--- config.mk ---
export PLATFORM = sky130hd
export DESIGN_NAME = dmem_bridge
export DESIGN_NICKNAME = d
export VERILOG_FILES = /design/src/rtl/dmem_bridge.sv
export SDC_FILE = /design/constraint.sdc
export NUM_CORES = 1
export LEC_CHECK = 0
export CAP_MARGIN = 20
export CORE_ASPECT_RATIO = 0.7
export CORE_MARGIN = 4
export CORE_UTILIZATION = 43
export CTS_BUF_LIST = sky130_fd_sc_hd__clkbuf_16
export DETAILED_ROUTE_END_ITERATION = 10
export PLACE_DENSITY = 0.85
export SLEW_MARGIN = 0
export SYNTH_ARGS = -nofsm -noshare
export SYNTH_HDL_FRONTEND = slang
export SYNTH_SLANG_ARGS = --single-unit
--- constraint.sdc ---
create_clock -name clk -period 4.1 [get_ports clk]
set_clock_uncertainty 0.1 [all_clocks]
set_input_delay 0.82 -clock clk [delete_from_list [all_inputs] [get_ports clk]]
set_output_delay 0.82 -clock clk [all_outputs]
set_load 0.01 [all_outputs]
--- src/rtl/dmem_bridge.sv ---
`default_nettype none
// ============================================================================
// Module      : dmem_bridge
// Description : Bridges the memory-stage data-RAM request onto a req/ack
//               external data bus. Stalls the pipeline until the bus
//               transaction completes, aborts after a bus timeout, and
//               optionally posts stores into a one-entry write buffer.
// Options     : DMEM_WRITE_POST_EN - when defined, stores are posted and
//               drained in the background; later requests wait for the drain.
// Revision    : 1.0 - initial release
// ============================================================================
module dmem_bridge #(
  // Maximum BUS-state cycles awaiting bus_ack_i; must be at least 2.
  parameter int unsigned TIMEOUT_CYCLES = 16,
  parameter logic [31:0] ERR_DATA       = 32'hDEAD_BEEF
) (
  input  logic        clk,
  input  logic        rst,          // asynchronous, active low
  input  logic        cpu_ce_i,
  input  logic        cpu_rd_i,
  input  logic [31:0] cpu_addr_i,
  input  logic [3:0]  cpu_we_i,
  input  logic [31:0] cpu_data_i,
  output logic [31:0] cpu_data_o,
  output logic        stallreq,
  output logic        bus_req_o,
  output logic        bus_wr_o,
  output logic [31:0] bus_addr_o,
  output logic [3:0]  bus_be_o,
  output logic [31:0] bus_wdata_o,
  input  logic [31:0] bus_rdata_i,
  input  logic        bus_ack_i,
  output logic        bus_err_o
);

  localparam int unsigned CNT_W = $clog2(TIMEOUT_CYCLES) + 1;
  localparam logic [CNT_W-1:0] CNT_LAST = CNT_W'(TIMEOUT_CYCLES - 1);
  localparam logic [CNT_W-1:0] CNT_ONE  = CNT_W'(1);

  localparam logic [1:0] S_IDLE = 2'd0;
  localparam logic [1:0] S_BUS  = 2'd1;
  localparam logic [1:0] S_DONE = 2'd2;

  logic [1:0]       state_q, state_d;
  logic [CNT_W-1:0] cnt_q, cnt_d;
  logic             req_q, req_d;
  logic             wr_q, wr_d;
  logic             rd_q, rd_d;
  logic [31:0]      addr_q, addr_d;
  logic [3:0]       be_q, be_d;
  logic [31:0]      wdata_q, wdata_d;
  logic [31:0]      rdata_q, rdata_d;
  logic             err_q, err_d;
  logic             posted_q, posted_d;

  logic             w_start;
  logic             w_post;
  logic             unused_addr_lsbs;

  // Byte offset is expressed through the lanes; the bus sees a word address.
  assign unused_addr_lsbs = ^cpu_addr_i[1:0];

  // A store with no lanes enabled completes without touching the bus.
  assign w_start = cpu_ce_i & (cpu_rd_i | (cpu_we_i != 4'b0000));

`ifdef DMEM_WRITE_POST_EN
  // Stores are posted; the buffer is always empty while in IDLE.
  assign w_post = cpu_ce_i & ~cpu_rd_i & (cpu_we_i != 4'b0000);
`else
  assign w_post = 1'b0;
`endif

  // Next-state and datapath capture for the IDLE/BUS/DONE handshake.
  always_comb begin
    state_d  = state_q;
    cnt_d    = cnt_q;
    req_d    = req_q;
    wr_d     = wr_q;
    rd_d     = rd_q;
    addr_d   = addr_q;
    be_d     = be_q;
    wdata_d  = wdata_q;
    rdata_d  = rdata_q;
    err_d    = 1'b0;
    posted_d = posted_q;
    case (state_q)
      S_IDLE: begin
        if (w_start) begin
          state_d  = S_BUS;
          req_d    = 1'b1;
          wr_d     = ~cpu_rd_i;
          rd_d     = cpu_rd_i;
          addr_d   = {cpu_addr_i[31:2], 2'b00};
          be_d     = cpu_rd_i ? 4'b1111 : cpu_we_i;
          wdata_d  = cpu_data_i;
          cnt_d    = '0;
          posted_d = w_post;
        end
      end
      S_BUS: begin
        // An ack in the final timeout cycle still wins over the error.
        if (bus_ack_i) begin
          req_d    = 1'b0;
          cnt_d    = '0;
          posted_d = 1'b0;
          if (rd_q) rdata_d = bus_rdata_i;
          // A drained posted write returns straight to IDLE so that the
          // request it held off is serviced there rather than skipped.
          state_d  = posted_q ? S_IDLE : S_DONE;
        end else if (cnt_q == CNT_LAST) begin
          req_d    = 1'b0;
          cnt_d    = '0;
          err_d    = 1'b1;
          posted_d = 1'b0;
          if (rd_q) rdata_d = ERR_DATA;
          state_d  = posted_q ? S_IDLE : S_DONE;
        end else begin
          cnt_d = cnt_q + CNT_ONE;
        end
      end
      S_DONE: begin
        state_d = S_IDLE;
      end
      default: begin
        state_d = S_IDLE;
      end
    endcase
  end

  // Stall whenever the pipeline must wait for the bus; never during reset.
  always_comb begin
    stallreq = 1'b0;
    case (state_q)
      S_IDLE:  stallreq = w_start & ~w_post;
      S_BUS:   stallreq = posted_q ? cpu_ce_i : 1'b1;
      default: stallreq = 1'b0;
    endcase
    stallreq = stallreq & rst;
  end

  // State and bus registers; reset abandons any transaction in flight.
  always_ff @(posedge clk or negedge rst) begin
    if (!rst) begin
      state_q  <= S_IDLE;
      cnt_q    <= '0;
      req_q    <= 1'b0;
      wr_q     <= 1'b0;
      rd_q     <= 1'b0;
      addr_q   <= '0;
      be_q     <= '0;
      wdata_q  <= '0;
      rdata_q  <= '0;
      err_q    <= 1'b0;
      posted_q <= 1'b0;
    end else begin
      state_q  <= state_d;
      cnt_q    <= cnt_d;
      req_q    <= req_d;
      wr_q     <= wr_d;
      rd_q     <= rd_d;
      addr_q   <= addr_d;
      be_q     <= be_d;
      wdata_q  <= wdata_d;
      rdata_q  <= rdata_d;
      err_q    <= err_d;
      posted_q <= posted_d;
    end
  end

  assign cpu_data_o  = rdata_q;
  assign bus_req_o   = req_q;
  assign bus_wr_o    = wr_q;
  assign bus_addr_o  = addr_q;
  assign bus_be_o    = be_q;
  assign bus_wdata_o = wdata_q;
  assign bus_err_o   = err_q;

endmodule
`default_nettype wire

==> Word level (Yosys, flattened, before mapping) <==
Index checks and enable logic that the tools add are counted.
{ "word_totals": {"output_inout_bits": 104, "regBits": 110, "in_bits": 105} }
{ "classes": {"n_eq_ne": 4, "n_reduce_logical": 9, "bitwise": 4, "add_sub_neg": 1, "n_mux": 25} }
{ "ops": {"columns": ["op", "count"], "rows": [
  ["32-bit 2-to-1 mux", 4],
  ["5-bit 2-to-1 mux", 3],
  ["5-bit case mux with 2 select lines", 1],
  ["1-bit 2-to-1 mux", 8],
  ["2-bit 2-to-1 mux", 4],
  ["1-bit case mux with 2 select lines", 3],
  ["2-bit AND reduction", 3],
  ["3-bit AND reduction", 2],
  ["5-bit by 1-bit adder with 5-bit output (second input constant)", 1],
  ["5-bit by 4-bit equality test with 1-bit output (second input constant)", 1],
  ["4-bit 2-to-1 mux", 1],
  ["2-bit case mux with 2 select lines", 1],
  ["2-bit nonzero test", 2],
  ["4-bit nonzero test", 1],
  ["3-bit != test (second input constant)", 1],
  ["1-bit AND", 2],
  ["2-bit by 1-bit equality test with 1-bit output (second input constant)", 1],
  ["2-bit logical NOT", 1],
  ["2-bit != test (second input constant)", 1],
  ["1-bit NOT", 1],
  ["1-bit OR", 1]
]} }

==> Longest topological paths before layout <==
Gate-level depths: netlist (run 1).
{ "depth": {"depth_word": 5, "ltp_mapped": 5, "depth_no_buf": 4} }

==> Worst setup path after synthesis (run 1) <==
Ideal clock, no wire load.
{ "synth_path": {"path_type": "in2out", "from": "in cpu_ce_i", "to": "out stallreq", "cell_stages": 4, "path_slack_ps": 1449, "t_arrival_ps": 1731, "cell_sequence": "nor3b_1 -> a21boi_2 -> buf_2 -> o211a_1"} }
{ "synth_between": {"elab_chain_cells": 3, "elab_cells_between_ends": 4, "classes_between": "2 x mux; 2 x bitwise"} }
{ "synth_lines": {"columns": ["element", "line", "rtl"], "rows": [
  ["start: declaration", "19", "input logic cpu_ce_i,"],
  ["1-bit 2-to-1 mux or 1-bit AND (tied branches)", "135, 64", null],
  ["1-bit case mux with 2 select lines (*)", "133", "case (state_q)"],
  ["1-bit AND (*)", "138", "stallreq = stallreq & rst;"],
  ["end: declaration", "25", "output logic stallreq,"]
]} }
Mark *: on every way between the ends. The rest lies on a longest branch, timed or not.

==> Worst setup path in the final report (run 1) <==
{ "layout_path": {"from": "in cpu_rd_i", "to": "out stallreq"} }
{ "layout_between": {"elab_chain_cells": 4} }
{ "layout_lines": {"columns": ["element", "line", "rtl"], "rows": [
  ["start: declaration", "20", "input logic cpu_rd_i,"],
  ["1-bit OR", "64", "assign w_start = cpu_ce_i & (cpu_rd_i | (cpu_we_i != 4'b0000));"],
  ["1-bit AND", "64", null],
  ["1-bit case mux with 2 select lines", "133", null],
  ["1-bit AND", "138", null]
]} }
Every way passes these cells.

==> impl_metrics.py, run 1 <==
metrics = {
    "detailed_routing": {
        "via_per_inst": 4.969,
        "drc": 0,
        "drt_pass1_iterations": 4,
        "wl_per_cell_um": 17.84,
        "wl_met3_mm": 1.188,
        "dr.max_layer_used": "met4",
        "drt_iter0_drc": 79,
        "routed-via-count": 3006,
        "routed_wl_mm": 10.80,
        "route.met2.wl_mm": 5.200,
        "antenna_left": 0,
        "wl_met1_mm": 4.275,
    },
    "logic_synthesis": {
        "synth_cells": 274,
        "ys_types": 35,
        "synth-main-ff-cell": "dfrtp_1",
        "yosys_warnings": 0,
        "synth_top_area_cell": "dfrtp_1",
        "ys_async_sr_fraction_pct": 100.0,
        "synth_edf_count": 0,
        "avgSynthCellArea_um2": 15.33,
        "synth.most_common_cell": "dfrtp_1",
        "synthTopCellsByCount": "109 x dfrtp_1, 53 x mux2_2, 25 x o22a_1",
        "ys_seq_area_share_pct": 64.92,
        "synth.ff_latch_count": 109,
        "synth_area_leaders": "dfrtp_1 65%, mux2_2 14%, o22a_1 5.2%",
        "yosysTopAreaCellShare_pct": 64.92,
        "netlist_area_um2": 4202,
    },
    "critical_path": {
        "r2r_setup_slack_ns": 1.71,
        "path_cells": "clkdlybuf4s50_1, nor4_4, a21boi_4, o211a_1, clkdlybuf4s50_1",
        "cp.arrival_ns": 2.57,
        "crit_path_end_kind": "output pin",
        "reg2reg_from": "state_q[0]",
        "cp_max_fo": 7,
        "rr_endpoint": "bus_addr_o[10]",
        "timing.critical_path.mode_cell": "clkdlybuf4s50_1",
        "required_ns": 3.18,
        "r2r_cells": 4,
        "max_stage_delay_ns": 0.54,
        "startpoint": "cpu_rd_i",
        "crit_type": "input port to output pin",
        "crit_slowest_cell": "clkdlybuf4s50_1",
        "worst_setup_path_start_kind": "input port",
    },
    "clocking": {
        "cts-root-buf": "clkbuf_16",
        "clkLatencyLatePin_ns": 0.34,
        "cts_resized": 0,
        "cts_hold_buf": 0,
        "cts-htree-levels": 3,
        "clock_path_buffers": 2,
        "clk_pin_slew_ns": 0.07,
        "numCtsBuffers": 9,
        "cts_tree": "built",
        "cts_setup_buffers": 0,
        "cts_sinks": 109,
    },
    "run": {
        "maxCapViolations": 0,
    },
    "power": {
        "swShare_pct": 28.69,
        "power_density_nw_per_um2": 708.2,
        "pwr-share-comb_pct": 41.3,
        "p_clk_share_pct": 20.6,
        "p_leak_nw": 2.770,
        "p_int_mw": 3.372,
        "seqPwrFrac_pct": 38.1,
        "p_switching_mw": 1.356,
        "vdd_drop_max_uv": 481.9,
    },
    "placed_design": {
        "gp_congestion": 0.7501,
        "dp_cells": 590,
        "place_hpwl_mm": 7.923,
        "io_buffers": 204,
        "place_ws_ns": 0.5950,
    },
    "outcome": {
        "status": "completed",
    },
    "layout": {
        "fill_cells": 635,
        "diodes": 0,
        "final_util_pct": 71.88,
        "nNetsFinal": 583,
        "drive_gt1_share_pct": 17.88,
        "syn2layout_area_growth_pct": 58.90,
        "instances_no_fill": 605,
    },
    "sta": {
        "worst_pin_slew_ns": 0.9964,
        "tns_ns": 0,
        "timing.slew.headroom_pct": 33.19,
        "min_period_ns": 3.495,
        "setup_violations": 0,
        "max_freq_ghz": 0.2862,
        "setup_slack_ns": 0.6054,
        "hold_viol": 0,
        "min_period_over_period_pct": 85.23,
        "whs_ns": 0.3415,
        "maxSlewViolCount": 0,
        "grt_setup_unrepaired": "no",
    },
    "die": {
        "core_area_um2": 9289,
        "die_x_um": 126.1,
        "die_h_um": 90.70,
        "die_area_um2": 11440,
        "ios": 209,
        "row_count": 29,
        "initial_core_util_pct": 45.23,
    },
    "global_route": {
        "grt_start_max_net_pins": 71,
        "grt_pass1_wl_mm": 17.53,
        "grt_overflow": 0,
        "antenna_found_initial": 0,
        "grtUsageTotal_pct": 19.21,
        "first_global_vias": 3267,
    },
    "min_path": {
        "min_path_type": "input port to asynchronous set/reset pin",
    },
}
==> logic make-up after synthesis <==
group | synth area share (%)
AND/OR/NAND/NOR | 3.424
flip-flops | 64.92
adder cells (fa/ha/maj) | 0.2977
buffers and inverters | 2.888
AO/OA/AOI/OAI | 9.411
other | 0.08925
multiplexers | 18.97
==> how the worst max path moves through the flow <==
stage / to / slack (ns) / depth (start not counted)
floorplan: stallreq / 1.45 / 4
global placement: stallreq / 0.60 / 5
detailed placement: stallreq / 0.60 / 5
CTS: stallreq / 0.59 / 5
global route: stallreq / 0.49 / 5
finish: stallreq / 0.61 / 5
==> layer usage <==
| layer | vias up | GRT usage [%] |
|---|---|---|
| met1 | 1485 | 22.57 |
| met4 | 0 | 4.732 |
| met3 | 12 | 9.515 |
| met5 | - | 0 |
| li1 | 1377 | - |
| met2 | 132 | 31.64 |
==> power by group through the flow <==
| stage | Clock, mW | Combinational [mW] | Sequential (mW) |
|---|---|---|---|
| 6_report | 0.976 | 1.95 | 1.80 |
| 4_1_cts | 0.993 | 1.99 | 1.81 |
| 3_5_place_dp | 0 | 1.98 | 1.82 |
| 3_3_place_gp | 0 | 1.94 | 1.79 |
| 2_1_floorplan | 0 | 0.590 | 2.01 |
| 5_1_grt | 1.04 | 2.09 | 1.87 |
==> layout by cell type, fill, tap and decap left out, types with 4 or more instances in the layout <==
cell type and n:
dfrtp_1 109, o22a_1 25, mux2_2 53, clkbuf_16 9, inv_1 9, mux2_4 10, mux2i_1 5, nand2_1 6
clkdlybuf4s50_1 203, a22o_1 8, nor2_1 4
==> stage by stage <==
stage / instance area (um^2) / power (mW)
3_3_place_gp: 6339 / 3.722
6_report: 6676 / 4.728
2_1_floorplan: 4205 / 2.596
4_1_cts: 6676 / 4.787
5_1_grt: 6676 / 4.992
3_5_place_dp: 6339 / 3.793
==> worst max-delay path, delay by kind of cell <==
| family | cells | cell delay (ns) |
|---|---|---|
| AOI/OAI and AO/OA | 2 | 0.30 |
| and+or+nand+nor | 1 | 0.43 |
| buffers and inverters | 2 | 1.02 |
==> flip-flops by register name (all words and copies together) (netlist names) <==
name	cells
bus_err_o	1
rd_q	1
cnt_q	5
bus_wdata_o	32
bus_addr_o	30
bus_wr_o	1
state_q	2
bus_be_o	4
bus_req_o	1
cpu_data_o	32
==> layout make-up <==
cell class                 instances  area (um^2)  area share [%]
inverter                           9        33.78          0.5060
sequential                       109         2728           40.85
timing repair buffer             206         2054           30.77
tap                              124        155.1           2.324
multi-input combinational        142         1368           20.48
clock buffer                       9        225.2           3.373
clock inverter                     6        112.6           1.687
Power figures use the tool's default switching activity.
==> run 2, diff against run 1 <==
--- a/config.mk
+++ b/config.mk
@@ -6,12 +6,14 @@
 export NUM_CORES = 1
 export LEC_CHECK = 0
 export CAP_MARGIN = 20
+export CELL_PAD_IN_SITES_DETAIL_PLACEMENT = 1
+export CELL_PAD_IN_SITES_GLOBAL_PLACEMENT = 2
 export CORE_ASPECT_RATIO = 0.7
-export CORE_MARGIN = 4
-export CORE_UTILIZATION = 43
+export CORE_MARGIN = 10
+export CORE_UTILIZATION = 27
 export CTS_BUF_LIST = sky130_fd_sc_hd__clkbuf_16
 export DETAILED_ROUTE_END_ITERATION = 10
-export PLACE_DENSITY = 0.85
+export PLACE_DENSITY_LB_ADDON = 0.1
 export SLEW_MARGIN = 0
 export SYNTH_ARGS = -nofsm -noshare
 export SYNTH_HDL_FRONTEND = slang
==> run 2 against run 1 <==
Power about the same. Fmax down 2.3%. First-iteration DRC count up 14%. Sequential power about the same. Final area up 1.3%. Sequential cell count unchanged. Combinational power up 3%. Sequential share of layout area down 0.54 points. Die area up 84%.
==> impl_metrics.py, run 2 (synthesis results as in run 1) <==
metrics = {
    "outcome": {
        "status": "completed",
    },
    "critical_path": {
        "crit_type": "input port to output pin",
        "crit_path_end_kind": "output pin",
        "cp.arrival_ns": 2.66,
        "required_ns": 3.18,
        "worst_setup_path_start_kind": "input port",
        "cp_max_fo": 7,
    },
    "power": {
        "vdd_drop_max_uv": 254.1,
        "pwr-share-comb_pct": 42.5,
        "p_switching_mw": 1.415,
        "p_leak_nw": 2.779,
        "seqPwrFrac_pct": 37.9,
        "p_clk_share_pct": 19.6,
        "power_density_nw_per_um2": 699.0,
        "swShare_pct": 29.92,
        "p_int_mw": 3.314,
        "finalPower_mw": 4.729,
    },
    "sta": {
        "max_freq_ghz": 0.2795,
        "setup_slack_ns": 0.5228,
        "maxSlewViolCount": 0,
        "timing.slew.headroom_pct": 33.83,
        "hold_viol": 0,
        "min_period_over_period_pct": 87.25,
        "setup_violations": 0,
        "min_period_ns": 3.577,
        "tns_ns": 0,
        "grt_setup_unrepaired": "no",
        "worst_pin_slew_ns": 0.9925,
    },
    "layout": {
        "syn2layout_area_growth_pct": 61.02,
        "final_cell_mix": "203 x clkdlybuf4s50_1, 109 x dfrtp_1, 53 x mux2_2",
        "layout_commonest_cell": "clkdlybuf4s50_1",
        "nNetsFinal": 585,
        "drive_gt1_share_pct": 18.01,
        "stdcell_area_um2": 6765,
        "instances_no_fill": 684,
    },
    "global_route": {
        "grt_pass1_wl_mm": 21.16,
        "first_global_vias": 3485,
        "grt_overflow": 0,
        "grt_start_max_net_pins": 69,
        "grtUsageTotal_pct": 12.82,
        "antenna_found_initial": 0,
    },
    "die": {
        "die_x_um": 169.1,
        "core_area_um2": 15360,
        "initial_core_util_pct": 27.36,
        "ios": 209,
        "die_area_um2": 21030,
        "die_h_um": 124.4,
        "row_count": 38,
    },
    "placed_design": {
        "place_hpwl_mm": 10.20,
        "io_buffers": 204,
        "dpl-instance-area_um2": 6449,
        "gp_congestion": 0.7557,
        "dp_cells": 668,
        "place_ws_ns": 0.5149,
    },
    "detailed_routing": {
        "drt_pass1_iterations": 4,
        "routed-via-count": 3032,
        "antenna_left": 0,
        "drt_iter0_drc": 90,
        "wl_per_cell_um": 19.96,
        "drc": 0,
        "via_per_inst": 4.433,
        "routed_wl_mm": 13.65,
    },
    "clocking": {
        "cts_resized": 0,
        "clock_path_buffers": 2,
        "clk_pin_slew_ns": 0.07,
        "cts-root-buf": "clkbuf_16",
        "cts_hold_buf": 0,
        "cts-htree-levels": 3,
        "cts_sinks": 109,
        "cts_setup_buffers": 0,
        "clkLatencyLatePin_ns": 0.34,
        "numCtsBuffers": 9,
        "cts_tree": "built",
    },
    "min_path": {
        "min_path_type": "flop to flop",
    },
    "run": {
        "maxCapViolations": 0,
    },
}
-- run 2: changes by cell type in the layout (fill, tap and decap cells not counted) --
cell        delta
diode_2        +1
clkinv_4       +1
inv_6          +1
inv_1          +1
clkinvlp_4     -2
bufinv_16      -1
buf_4          +2
-- run 2: worst paths after layout --
path	end	cells after the start	slack, ns	from
max in group asynchronous	cpu_data_o[31]	3	2.14	rst
min reg2reg	cpu_data_o[6]	1	0.39	cpu_data_o[6]
max	stallreq	5	0.52	cpu_rd_i
max reg2reg	bus_wdata_o[9]	4	1.64	state_q[1]
min	cpu_data_o[6]	1	0.39	cpu_data_o[6]
min in group asynchronous	bus_wdata_o[19]	2	0.59	rst
-- run 2: through the flow --
step	hold WS, ns	util [%]
2_1_floorplan	0.3718	-
3_3_place_gp	0.3709	41.99
3_5_place_dp	0.3766	41.99
4_1_cts	0.3928	44.04
5_1_grt	0.4028	44.04
6_report	0.3914	44.05
-- run 2: metal layers --
layer / share of wire [%] / GRT usage, % / routed length (um) / vias up
met4: 1.0 / 2.937 / 138 / 0
met5: 0 / 0 / 0 / -
met3: 13 / 8.197 / 1719 / 12
met1: 43 / 15.44 / 5922 / 1520
li1: - / - / - / 1388
met2: 43 / 18.77 / 5873 / 112
-- run 2: cell type report --
class                           instances  area (um^2)
Clock buffer                            9        225.2
Fill cell                            1583         8592
Clock inverter                          6        88.84
Multi-Input combinational cell        142         1368
Timing Repair Buffer                  208         2069
Sequential cell                       109         2728
Tap cell                              200        250.2
Antenna cell                            1        2.502
Inverter                                9        33.78
-- run 2: critical path: stages --
cell,delay [ns]
clkdlybuf4s50_1,0.58
nor4_4,0.45
a21boi_4,0.10
o211a_1,0.22
clkdlybuf4s50_1,0.50
-- run 2: power by group through the flow --
stage	logic [mW]	registers [mW]	clock network [mW]
after global placement	2.03	1.78	0
after detailed placement	2.05	1.81	0
after global routing	2.16	1.86	1.03
after CTS	2.06	1.80	0.972
after floorplan	0.590	2.01	0
final	2.01	1.79	0.929
